[config.mk]
export PLATFORM = sky130hd
export DESIGN_NAME = stack_ctrl_flat
export DESIGN_NICKNAME = d
export VERILOG_FILES = /design/src/rtl/stack_ctrl_pkg.sv /design/src/rtl/stack_ctrl_if.sv /design/src/rtl/stack_ctrl_alu.sv /design/src/rtl/stack_ctrl.sv /design/src/flat_wrapper.sv
export SDC_FILE = /design/constraint.sdc
export NUM_CORES = 1
export LEC_CHECK = 0
export ABC_AREA = 1
export CAP_MARGIN = 10
export CORE_ASPECT_RATIO = 0.75
export CORE_MARGIN = 5
export CORE_UTILIZATION = 50
export CTS_CLUSTER_SIZE = 24
export DETAILED_ROUTE_END_ITERATION = 10
export GPL_ROUTABILITY_DRIVEN = 0
export GPL_TIMING_DRIVEN = 0
export PLACE_DENSITY = 0.8
export SLEW_MARGIN = 15
export SYNTH_ARGS = -nofsm -noshare
export SYNTH_HDL_FRONTEND = slang
export SYNTH_SLANG_ARGS = --single-unit
[constraint.sdc]
create_clock -name clk -period 4 [get_ports clk]
set_input_delay 0.8 -clock clk [delete_from_list [all_inputs] [get_ports clk]]
set_output_delay 0.8 -clock clk [all_outputs]
set_load 0.005 [all_outputs]
[src/rtl/stack_ctrl_pkg.sv]
// Shared types and defaults for the RPN stack command sequencer.
package stack_ctrl_pkg;

  localparam int unsigned DefaultWidth = 10;
  localparam int unsigned DefaultDepth = 7;

  typedef enum logic [2:0] {
    OpPush = 3'b000,
    OpPop  = 3'b001,
    OpAdd  = 3'b010,
    OpSub  = 3'b011,
    OpAnd  = 3'b100,
    OpOr   = 3'b101,
    OpXor  = 3'b110,
    OpDup  = 3'b111
  } op_e;

  typedef enum logic [2:0] {
    StIdle  = 3'd0,
    StPopA  = 3'd1,
    StPopB  = 3'd2,
    StPushR = 3'd3,
    StPush2 = 3'd4
  } state_e;

endpackage

[src/rtl/stack_ctrl_if.sv]
// Command/result handshake plus stack-side strobes of the stack sequencer.
// master: command source and stack block; slave: the sequencer itself.
interface stack_ctrl_if
  import stack_ctrl_pkg::*;
#(
  parameter int unsigned WIDTH = DefaultWidth,
  parameter int unsigned DEPTH = DefaultDepth
);
  localparam int unsigned DepthW = $clog2(DEPTH + 1);

  logic              cmd_valid;
  logic              cmd_ready;
  logic [2:0]        cmd_op;
  logic [WIDTH-1:0]  cmd_imm;
  logic              st_push;
  logic [WIDTH-1:0]  st_indata;
  logic              st_pop;
  logic [WIDTH-1:0]  st_outdata;
  logic              res_valid;
  logic [WIDTH-1:0]  res_data;
  logic              err;
  logic [DepthW-1:0] depth;

  modport master (
    output cmd_valid, cmd_op, cmd_imm, st_outdata,
    input  cmd_ready, st_push, st_indata, st_pop, res_valid, res_data, err, depth
  );

  modport slave (
    input  cmd_valid, cmd_op, cmd_imm, st_outdata,
    output cmd_ready, st_push, st_indata, st_pop, res_valid, res_data, err, depth
  );

endinterface

[src/rtl/stack_ctrl_alu.sv]
// Combinational f(op, B, A) for the sequencer; B is the deeper operand.
// Saturating ADD/SUB when STACK_CTRL_SAT_EN is defined, wrap-around otherwise.
module stack_ctrl_alu
  import stack_ctrl_pkg::*;
#(
  parameter int unsigned WIDTH = DefaultWidth
) (
  input  op_e              op,
  input  logic [WIDTH-1:0] b,
  input  logic [WIDTH-1:0] a,
  output logic [WIDTH-1:0] result,
  output logic             sat
);

`ifdef STACK_CTRL_SAT_EN
  logic [WIDTH:0] sum;
  assign sum = {1'b0, b} + {1'b0, a};
`endif

  always_comb begin
    result = a;
    sat    = 1'b0;
    unique case (op)
      OpAdd: begin
`ifdef STACK_CTRL_SAT_EN
        result = sum[WIDTH-1:0];
        if (sum[WIDTH]) begin
          result = '1;
          sat    = 1'b1;
        end
`else
        result = b + a;
`endif
      end
      OpSub: begin
        result = b - a;
`ifdef STACK_CTRL_SAT_EN
        if (a > b) begin
          result = '0;
          sat    = 1'b1;
        end
`endif
      end
      OpAnd:   result = b & a;
      OpOr:    result = b | a;
      OpXor:   result = b ^ a;
      default: result = a;
    endcase
  end

endmodule

[src/rtl/stack_ctrl.sv]
// RPN command sequencer driving a LIFO stack: FSM, depth tracking, operand and result registers.
// Build option: define STACK_CTRL_SAT_EN for saturating ADD/SUB with err on clamp.
module stack_ctrl
  import stack_ctrl_pkg::*;
#(
  parameter int unsigned WIDTH = DefaultWidth,
  parameter int unsigned DEPTH = DefaultDepth
) (
  input logic         clk,
  input logic         rst,
  stack_ctrl_if.slave bus
);

  localparam int unsigned DepthW = $clog2(DEPTH + 1);

  state_e            state_q;
  op_e               op_q;
  op_e               new_op;
  logic [WIDTH-1:0]  a_q;
  logic [DepthW-1:0] depth_q;
  logic              cmd_ready_q;
  logic              st_push_q;
  logic              st_pop_q;
  logic [WIDTH-1:0]  st_indata_q;
  logic              res_valid_q;
  logic [WIDTH-1:0]  res_data_q;
  logic              err_q;
  logic              accept_ok;
  logic [WIDTH-1:0]  alu_res;
  logic              alu_sat;

  assign new_op = op_e'(bus.cmd_op);

  always_comb begin
    accept_ok = 1'b0;
    unique case (new_op)
      OpPush:  accept_ok = depth_q < DepthW'(DEPTH);
      OpPop:   accept_ok = depth_q != '0;
      OpDup:   accept_ok = (depth_q != '0) && (depth_q < DepthW'(DEPTH));
      default: accept_ok = depth_q >= DepthW'(2);
    endcase
  end

  // B is taken straight from the stack top while POP_B strobes.
  stack_ctrl_alu #(
    .WIDTH(WIDTH)
  ) u_alu (
    .op    (op_q),
    .b     (bus.st_outdata),
    .a     (a_q),
    .result(alu_res),
    .sat   (alu_sat)
  );

  always_ff @(posedge clk or posedge rst) begin
    if (rst) begin
      state_q     <= StIdle;
      op_q        <= OpPush;
      a_q         <= '0;
      depth_q     <= '0;
      cmd_ready_q <= 1'b1;
      st_push_q   <= 1'b0;
      st_pop_q    <= 1'b0;
      st_indata_q <= '0;
      res_valid_q <= 1'b0;
      res_data_q  <= '0;
      err_q       <= 1'b0;
    end else begin
      st_push_q   <= 1'b0;
      st_pop_q    <= 1'b0;
      st_indata_q <= '0;
      res_valid_q <= 1'b0;
      err_q       <= 1'b0;
      // Depth follows the strobes actually issued, so it is exact whenever IDLE checks it.
      depth_q     <= depth_q + DepthW'(st_push_q) - DepthW'(st_pop_q);

      unique case (state_q)
        StIdle: begin
          cmd_ready_q <= 1'b1;
          if (bus.cmd_valid && cmd_ready_q) begin
            op_q        <= new_op;
            cmd_ready_q <= 1'b0;
            if (!accept_ok) begin
              err_q <= 1'b1;
            end else if (new_op == OpPush) begin
              state_q     <= StPushR;
              st_push_q   <= 1'b1;
              st_indata_q <= bus.cmd_imm;
            end else begin
              state_q  <= StPopA;
              st_pop_q <= 1'b1;
            end
          end
        end
        StPopA: begin
          a_q <= bus.st_outdata;
          if (op_q == OpPop) begin
            state_q     <= StIdle;
            cmd_ready_q <= 1'b1;
            res_valid_q <= 1'b1;
            res_data_q  <= bus.st_outdata;
          end else if (op_q == OpDup) begin
            state_q     <= StPushR;
            st_push_q   <= 1'b1;
            st_indata_q <= bus.st_outdata;
          end else begin
            state_q  <= StPopB;
            st_pop_q <= 1'b1;
          end
        end
        StPopB: begin
          state_q     <= StPushR;
          st_push_q   <= 1'b1;
          st_indata_q <= alu_res;
          res_valid_q <= 1'b1;
          res_data_q  <= alu_res;
          err_q       <= alu_sat;
        end
        StPushR: begin
          if (op_q == OpDup) begin
            state_q     <= StPush2;
            st_push_q   <= 1'b1;
            st_indata_q <= a_q;
          end else begin
            state_q     <= StIdle;
            cmd_ready_q <= 1'b1;
          end
        end
        StPush2: begin
          state_q     <= StIdle;
          cmd_ready_q <= 1'b1;
        end
        default: begin
          state_q     <= StIdle;
          cmd_ready_q <= 1'b1;
        end
      endcase
    end
  end

  assign bus.cmd_ready = cmd_ready_q;
  assign bus.st_push   = st_push_q;
  assign bus.st_pop    = st_pop_q;
  assign bus.st_indata = st_indata_q;
  assign bus.res_valid = res_valid_q;
  assign bus.res_data  = res_data_q;
  assign bus.err       = err_q;
  assign bus.depth     = depth_q;

endmodule

[src/flat_wrapper.sv]
// flat-port wrapper written by rule: the top's interface ports become plain ports
module stack_ctrl_flat import stack_ctrl_pkg::*;
#(
  parameter int unsigned WIDTH = DefaultWidth,
  parameter int unsigned DEPTH = DefaultDepth
)
  (clk, rst, bus_cmd_valid, bus_cmd_op, bus_cmd_imm, bus_st_outdata, bus_cmd_ready, bus_st_push, bus_st_indata, bus_st_pop, bus_res_valid, bus_res_data, bus_err, bus_depth);
  stack_ctrl_if #(.WIDTH(WIDTH), .DEPTH(DEPTH)) bus_i ();
  input logic clk;
  input logic rst;
  input wire logic [$bits(bus_i.cmd_valid)-1:0] bus_cmd_valid;
  input wire logic [$bits(bus_i.cmd_op)-1:0] bus_cmd_op;
  input wire logic [$bits(bus_i.cmd_imm)-1:0] bus_cmd_imm;
  input wire logic [$bits(bus_i.st_outdata)-1:0] bus_st_outdata;
  output wire logic [$bits(bus_i.cmd_ready)-1:0] bus_cmd_ready;
  output wire logic [$bits(bus_i.st_push)-1:0] bus_st_push;
  output wire logic [$bits(bus_i.st_indata)-1:0] bus_st_indata;
  output wire logic [$bits(bus_i.st_pop)-1:0] bus_st_pop;
  output wire logic [$bits(bus_i.res_valid)-1:0] bus_res_valid;
  output wire logic [$bits(bus_i.res_data)-1:0] bus_res_data;
  output wire logic [$bits(bus_i.err)-1:0] bus_err;
  output wire logic [$bits(bus_i.depth)-1:0] bus_depth;
  assign bus_i.cmd_valid = bus_cmd_valid;
  assign bus_i.cmd_op = bus_cmd_op;
  assign bus_i.cmd_imm = bus_cmd_imm;
  assign bus_i.st_outdata = bus_st_outdata;
  assign bus_cmd_ready = bus_i.cmd_ready;
  assign bus_st_push = bus_i.st_push;
  assign bus_st_indata = bus_i.st_indata;
  assign bus_st_pop = bus_i.st_pop;
  assign bus_res_valid = bus_i.res_valid;
  assign bus_res_data = bus_i.res_data;
  assign bus_err = bus_i.err;
  assign bus_depth = bus_i.depth;
  stack_ctrl #(.WIDTH(WIDTH), .DEPTH(DEPTH)) u_core (.clk(clk), .rst(rst), .bus(bus_i));
endmodule
# Word level (Yosys, flattened, before mapping)

Index checks and enable logic that the tools add are counted.

Bits of input ports: 26
Latch bits: 0
Register bits: 44
Word-level logic and storage cells: 86
Output and inout bits: 28
Memories kept: 0
Bits in writable memories: 0
Memory bits (read-only): 0

Bitwise logic cells: 4
Order comparisons: 2
Mux-type cells: 39
Add/subtract/negate cells: 4
Multiply operators: 0
Shift operators: 0
Div/mod/pow operators: 0
Equal/unequal tests: 16
Reduce and logical (&&, ||, !) cells: 10

Operators by type and width:

| cell               | number |
|---|---|
| $mux 10            | 7 |
| $pmux 10 s5        | 1 |
| $pmux 10 s4        | 1 |
| $pmux 10 s2        | 1 |
| $mux 1             | 18 |
| $eq 3x3->1 const B | 5 |
| $eq 3x2->1 const B | 4 |
| $mux 3             | 4 |
| $pmux 3 s4         | 1 |
| $add 10x10->10     | 1 |
| $and 10x10->10     | 1 |
| $or 10x10->10      | 1 |
| $sub 10x10->10     | 1 |
| $xor 10x10->10     | 1 |
| $eq 3x1->1 const B | 3 |
| $pmux 1 s4         | 2 |
| $logic_not 3->1    | 2 |
| $ne 2x1->1 const B | 3 |
| $reduce_and 2->1   | 3 |
| $pmux 1 s2         | 2 |
| $add 3x1->3        | 1 |
| $ge 3x2->1 const B | 1 |
| $lt 3x3->1 const B | 1 |
| $pmux 1 s3         | 1 |
| 8 further kinds    | 9 |

# Depth between registers and ports, before layout

Depth after elaboration: 6
Depth in mapped cells: 21
Gate-level depth less buffers: 21

# Cells and area by module

A second synthesis with hierarchy kept.

Cell total of the unflattened synthesis: 472
Area total of the unflattened synthesis: 3,414.5 µm²

By module, submodules not included:

| module         | instances | area each (µm²) | cells each |
|---|---|---|---|
| stack_ctrl     | 1         | 2,110.8         | 258 |
| stack_ctrl_alu | 1         | 1,303.8         | 214 |

# Worst setup path after synthesis

Ideal clock, no wire load.

Path kind: reg-to-reg
Start point: reg u_core.a_q[0]
End point: reg u_core.res_data_q[9] (netlist: u_core.bus.res_data[9])
Period minus slack after synthesis: 2.468 ns
Path buffers: 0
Cell stages (with the launch flop): 21
Required time: 3.927 ns
Setup time: 0.073 ns
Arrival time: 2.395 ns
Slack: 1.532 ns
Cell sequence: dfrtp_1 > inv_1 > ha_1 > inv_1 > nor3_1 > inv_1 > nor3_1 > inv_1 > o31ai_1 > xor2_1 > ha_1 > nand2_1 > nor2_1 > nand3_1 > nand3_1 > inv_1 > nand2_1 > nand3_1 > nand2_1 > nand2_2 > a21oi_2

Word-level cells in the longest chain between the ends: 3

RTL lines:

| element                                          | line                                       | text |
|---|---|---|
| start: declaration                               | stack_ctrl.sv:19                           | `logic [WIDTH-1:0] a_q;` |
| start signal: assignment                         | stack_ctrl.sv:96                           | `a_q <= bus.st_outdata;` |
| $sub 10x10->10 or $add 10x10->10 (tied branches) | stack_ctrl_alu.sv:36, stack_ctrl_alu.sv:32 |  |
| $pmux 10 s5 *                                    | stack_ctrl_alu.sv:23                       | `unique case (op)` |
| $pmux 10 s2 *                                    | stack_ctrl.sv:77                           | `unique case (state_q)` |
| end signal: assignment                           | stack_ctrl.sv:101                          | `res_data_q <= bus.st_outdata;` |
| end signal: assignment                           | stack_ctrl.sv:116                          | `res_data_q <= alu_res;` |
| end: declaration                                 | stack_ctrl.sv:26                           | `logic [WIDTH-1:0] res_data_q;` |

Mark *: on every way between the ends. The rest lies on a longest branch, timed or not.
A chain may end at the register's enable or synchronous reset.

# Final worst setup path

Start point: reg u_core.a_q[0]
End point: reg u_core.st_indata_q[9] (netlist: u_core.bus.st_indata[9])

Word-level cells in the longest chain between the ends: 3

RTL lines:

| element                                          | line                                       | text |
|---|---|---|
| $sub 10x10->10 or $add 10x10->10 (tied branches) | stack_ctrl_alu.sv:36, stack_ctrl_alu.sv:32 |  |
| $pmux 10 s5 *                                    | stack_ctrl_alu.sv:23                       |  |
| $pmux 10 s4 *                                    | stack_ctrl.sv:77                           |  |
| end signal: assignment                           | stack_ctrl.sv:88                           | `st_indata_q <= bus.cmd_imm;` |
| end signal: assignment                           | stack_ctrl.sv:105                          | `st_indata_q <= bus.st_outdata;` |
| end signal: assignment                           | stack_ctrl.sv:114                          | `st_indata_q <= alu_res;` |
| end: declaration                                 | stack_ctrl.sv:24                           | `logic [WIDTH-1:0] st_indata_q;` |

Marks and branches as above.

==> flow_summary.toml <==
[status]
status = "completed"

[worst_setup_path]
critPathLaunch = "u_core.a_q[0]"
r2r-start = "u_core.a_q[0]"
reg2reg_slack_ns = 1.07
crit_path_max_fanout = 5
r2r_end = "u_core.bus.st_indata[9]"
end_kind = "flop"
worst_ep_required_time_ns = 4.19
rr_worst_depth = 20
path_class = "flop to flop"
cp_data_arrival_time_ns = 3.11
crit_path_start_kind = "flop"

[synth]
synth_top_area_cell = "dfrtp_1"
synth_compound_gate_area_share = 0.159
syn_inst = 442
avgSynthCellArea_um2 = 7.41
yosys.cell_types.count = 37
synth_top_area_share = 0.328
synthSimpleGateAreaFrac = 0.248
yosys_warnings = 0
synth_seq_area_share = 0.337
syn_area_um2 = 3280
synth_top_family_by_area = "simple AND/OR/NAND/NOR gates"
synthXorXnorAreaFrac = 0.0241
yosys.area_share.adder = 0.142
ys_ff_latch = 44
synth_nets = 504
ys_top_cells_by_area = "dfrtp_1 (33%), ha_1 (13%), nand2_1 (12%), inv_1 (7.4%), a21oi_1 (5.3%)"
muxShareOfSynthArea = 0

[clocking]
htreeDepth = 2
ctsHoldBuffers = 0
cts_root_buf = "clkbuf_8"
clk_path_buf_depth = 2
cts.clk_slew.worst_paths_ns = 0.08
worstSkewPairLatency_ns = 0.30
cts_buffers = 5
cts_setup_buffers = 0
cts_tree = "built"
clock-sinks = 44
cts_resized = 0

[global_routing]
use_met2 = 0.362
grt_pass1_vias = 3110
antenna_found_initial = 0
grt_util_met1 = 0.317
grtUsageTotal = 0.232
top_usage_layer = "met2"
grt_max_degree = 24
use_met3 = 0.0556
grt_pass1_wl_mm = 15.0
grt.overflow.total = 0

[timing]
tightestPinTransition_ns = 0.767
finClkSkew_ns = 0.00518
setup_viol = 0
drv_slew = 0
relSlewSlack = 0.486
hold_viol_final = 0
rsz0062_at_grt = "false"
max_freq_ghz = 0.341
post-route-min-period_ns = 2.93
fin_tns_setup_ns = 0
period_share = 0.732

[floorplanning]
ioPinCount = 54
die_h_um = 80.1
die_w_um = 103
coreArea_um2 = 6350
start_util = 0.516
dieArea_um2 = 8290
num_rows = 25

[drt]
wl_mm = 8.99
drt_iter0_markers = 235
wl_per_cell_um = 15.4
vias = 3235
drtAntennaViolNets = 0
drtPass1Iterations = 5
drc = 0
vias_per_cell = 5.53

[power]
peakVddDrop_uv = 340
p_leak_nw = 2.00
p_per_area_nw_per_um2 = 817

[placed_design]
portBuffers = 53
hpwl_mm = 6.90
place_area_um2 = 3940

[flow_run]
maxCapViolations = 0

[hold_path]
hold_class = "flop to flop"
min_from = "u_core.bus.res_data[5]"
holdPathEnd = "u_core.bus.res_data[5]"
whs_path_depth = 2

[layout]
final_area_um2 = 4020
diodes = 0
drive_gt1_frac = 0.0575
layout.nets = 565
area.growth.synth_to_final_pct = 22.6
==> layer usage <==
layer | share of wire | vias to the layer above
met5 | 0 | -
met4 | 0.013 | 0
met2 | 0.45 | 135
li1 | - | 1579
met1 | 0.45 | 1506
met3 | 0.091 | 15
==> through the flow <==
step | utilization | total power (W) | std cells | worst slack, ns | hold WS [ns]
after floorplan | - | 0.00225 | 442 | 1.53 | 0.492
after global placement | 0.615 | 0.00290 | 576 | 0.940 | 0.506
after detailed placement | 0.620 | 0.00298 | 577 | 0.923 | 0.518
after CTS | 0.633 | 0.00327 | 585 | 1.12 | 0.540
after global routing | 0.633 | 0.00364 | 585 | 0.781 | 0.543
final | 0.633 | 0.00328 | 585 | 1.07 | 0.535
==> synthesized netlist by cell type (all sizes together) <==
cell / n
nor3: 6
o21a: 1
nand2: 109
o21ai: 29
nand3: 33
or2: 3
o21bai: 1
fa: 2
dfrtp: 43
o2111ai: 10
a211oi: 4
xor2: 9
clkbuf: 1
inv: 67
nor2: 34
a32oi: 1
o211ai: 1
a22o: 1
a21oi: 36
o31ai: 2
nand4: 3
clkinv: 3
dfstp: 1
ha: 34
a31oi: 2
buf: 5
a21o: 1
==> registers in the layout (all words and copies together) (netlist names) <==
name	count
u_core.state_q	3
u_core.op_q	3
u_core.bus.st_pop	1
u_core.bus.st_push	1
u_core.bus.res_valid	1
u_core.bus.st_indata	10
u_core.bus.res_data	10
u_core.a_q	10
u_core.bus.err	1
u_core.bus.cmd_ready	1
u_core.bus.depth	3
==> cells by family after synthesis <==
kind of cell | after synthesis
AND/OR/NAND/NOR | 188
AO/OA/AOI/OAI | 89
buffers and inverters | 76
flip-flops | 44
adder cells (fa/ha/maj) | 36
XOR/XNOR | 9
==> placed cells by master (no fill, tap or decap), types with 2 or more instances in the layout <==
master and count:
nand2_1 104, inv_1 64, clkdlybuf4s50_1 53, dfrtp_1 43
a21oi_1 35, ha_1 34, nand3_1 33, nor2_1 32
o21ai_0 27, o2111ai_1 10, xor2_1 9, clkbuf_8 5
nand2_2 4, nor3_1 4, buf_2 4, a211oi_1 4
inv_2 3, clkinv_1 3, clkbuf_1 3, or2_2 3
nand4_1 3, o21ai_1 2, o31ai_1 2, a31oi_1 2
fa_1 2
==> critical path, stage by stage (launching register included) <==
cell	delay, ns
dfrtp_1	0.43
inv_1	0.16
ha_1	0.17
inv_1	0.05
nor3_1	0.13
inv_1	0.08
nor3_1	0.13
inv_1	0.08
o31ai_1	0.28
xor2_1	0.19
ha_1	0.26
inv_1	0.10
o21bai_1	0.07
nor2_1	0.12
nand3_1	0.13
inv_1	0.08
nand2_1	0.05
nand3_1	0.08
nand2_1	0.07
nand2_2	0.08
nand3_1	0.08
==> worst max path at each step <==
stage | slack (ns) | end | depth (start not counted)
after floorplan | 1.53 | u_core.bus.res_data[9] | 20
after global placement | 0.94 | u_core.bus.st_indata[2] | 10
after detailed placement | 0.92 | u_core.bus.st_indata[2] | 10
after CTS | 1.12 | u_core.bus.st_indata[9] | 20
after global routing | 0.78 | u_core.bus.st_indata[9] | 20
final | 1.07 | u_core.bus.st_indata[9] | 20
==> power breakdown <==
group	switching, W	internal (W)	leakage [nW]
Clock	0.000155	0.000123	0.0422
Sequential	0.000194	0.000654	0.545
Combinational	0.00127	0.000885	1.41
Total	0.00162	0.00166	2.00
==> final cells by class <==
cell class                 instances  area, um2
clock inverter                     1       5.00
multi-input combinational        322       1880
buffer                             6       31.3
inverter                          70        263
sequential                        44       1100
clock buffer                       7       76.3
fill                             551       2330
timing repair buffer              54        558
tap                               81        101
Power figures use the tool's default switching activity.
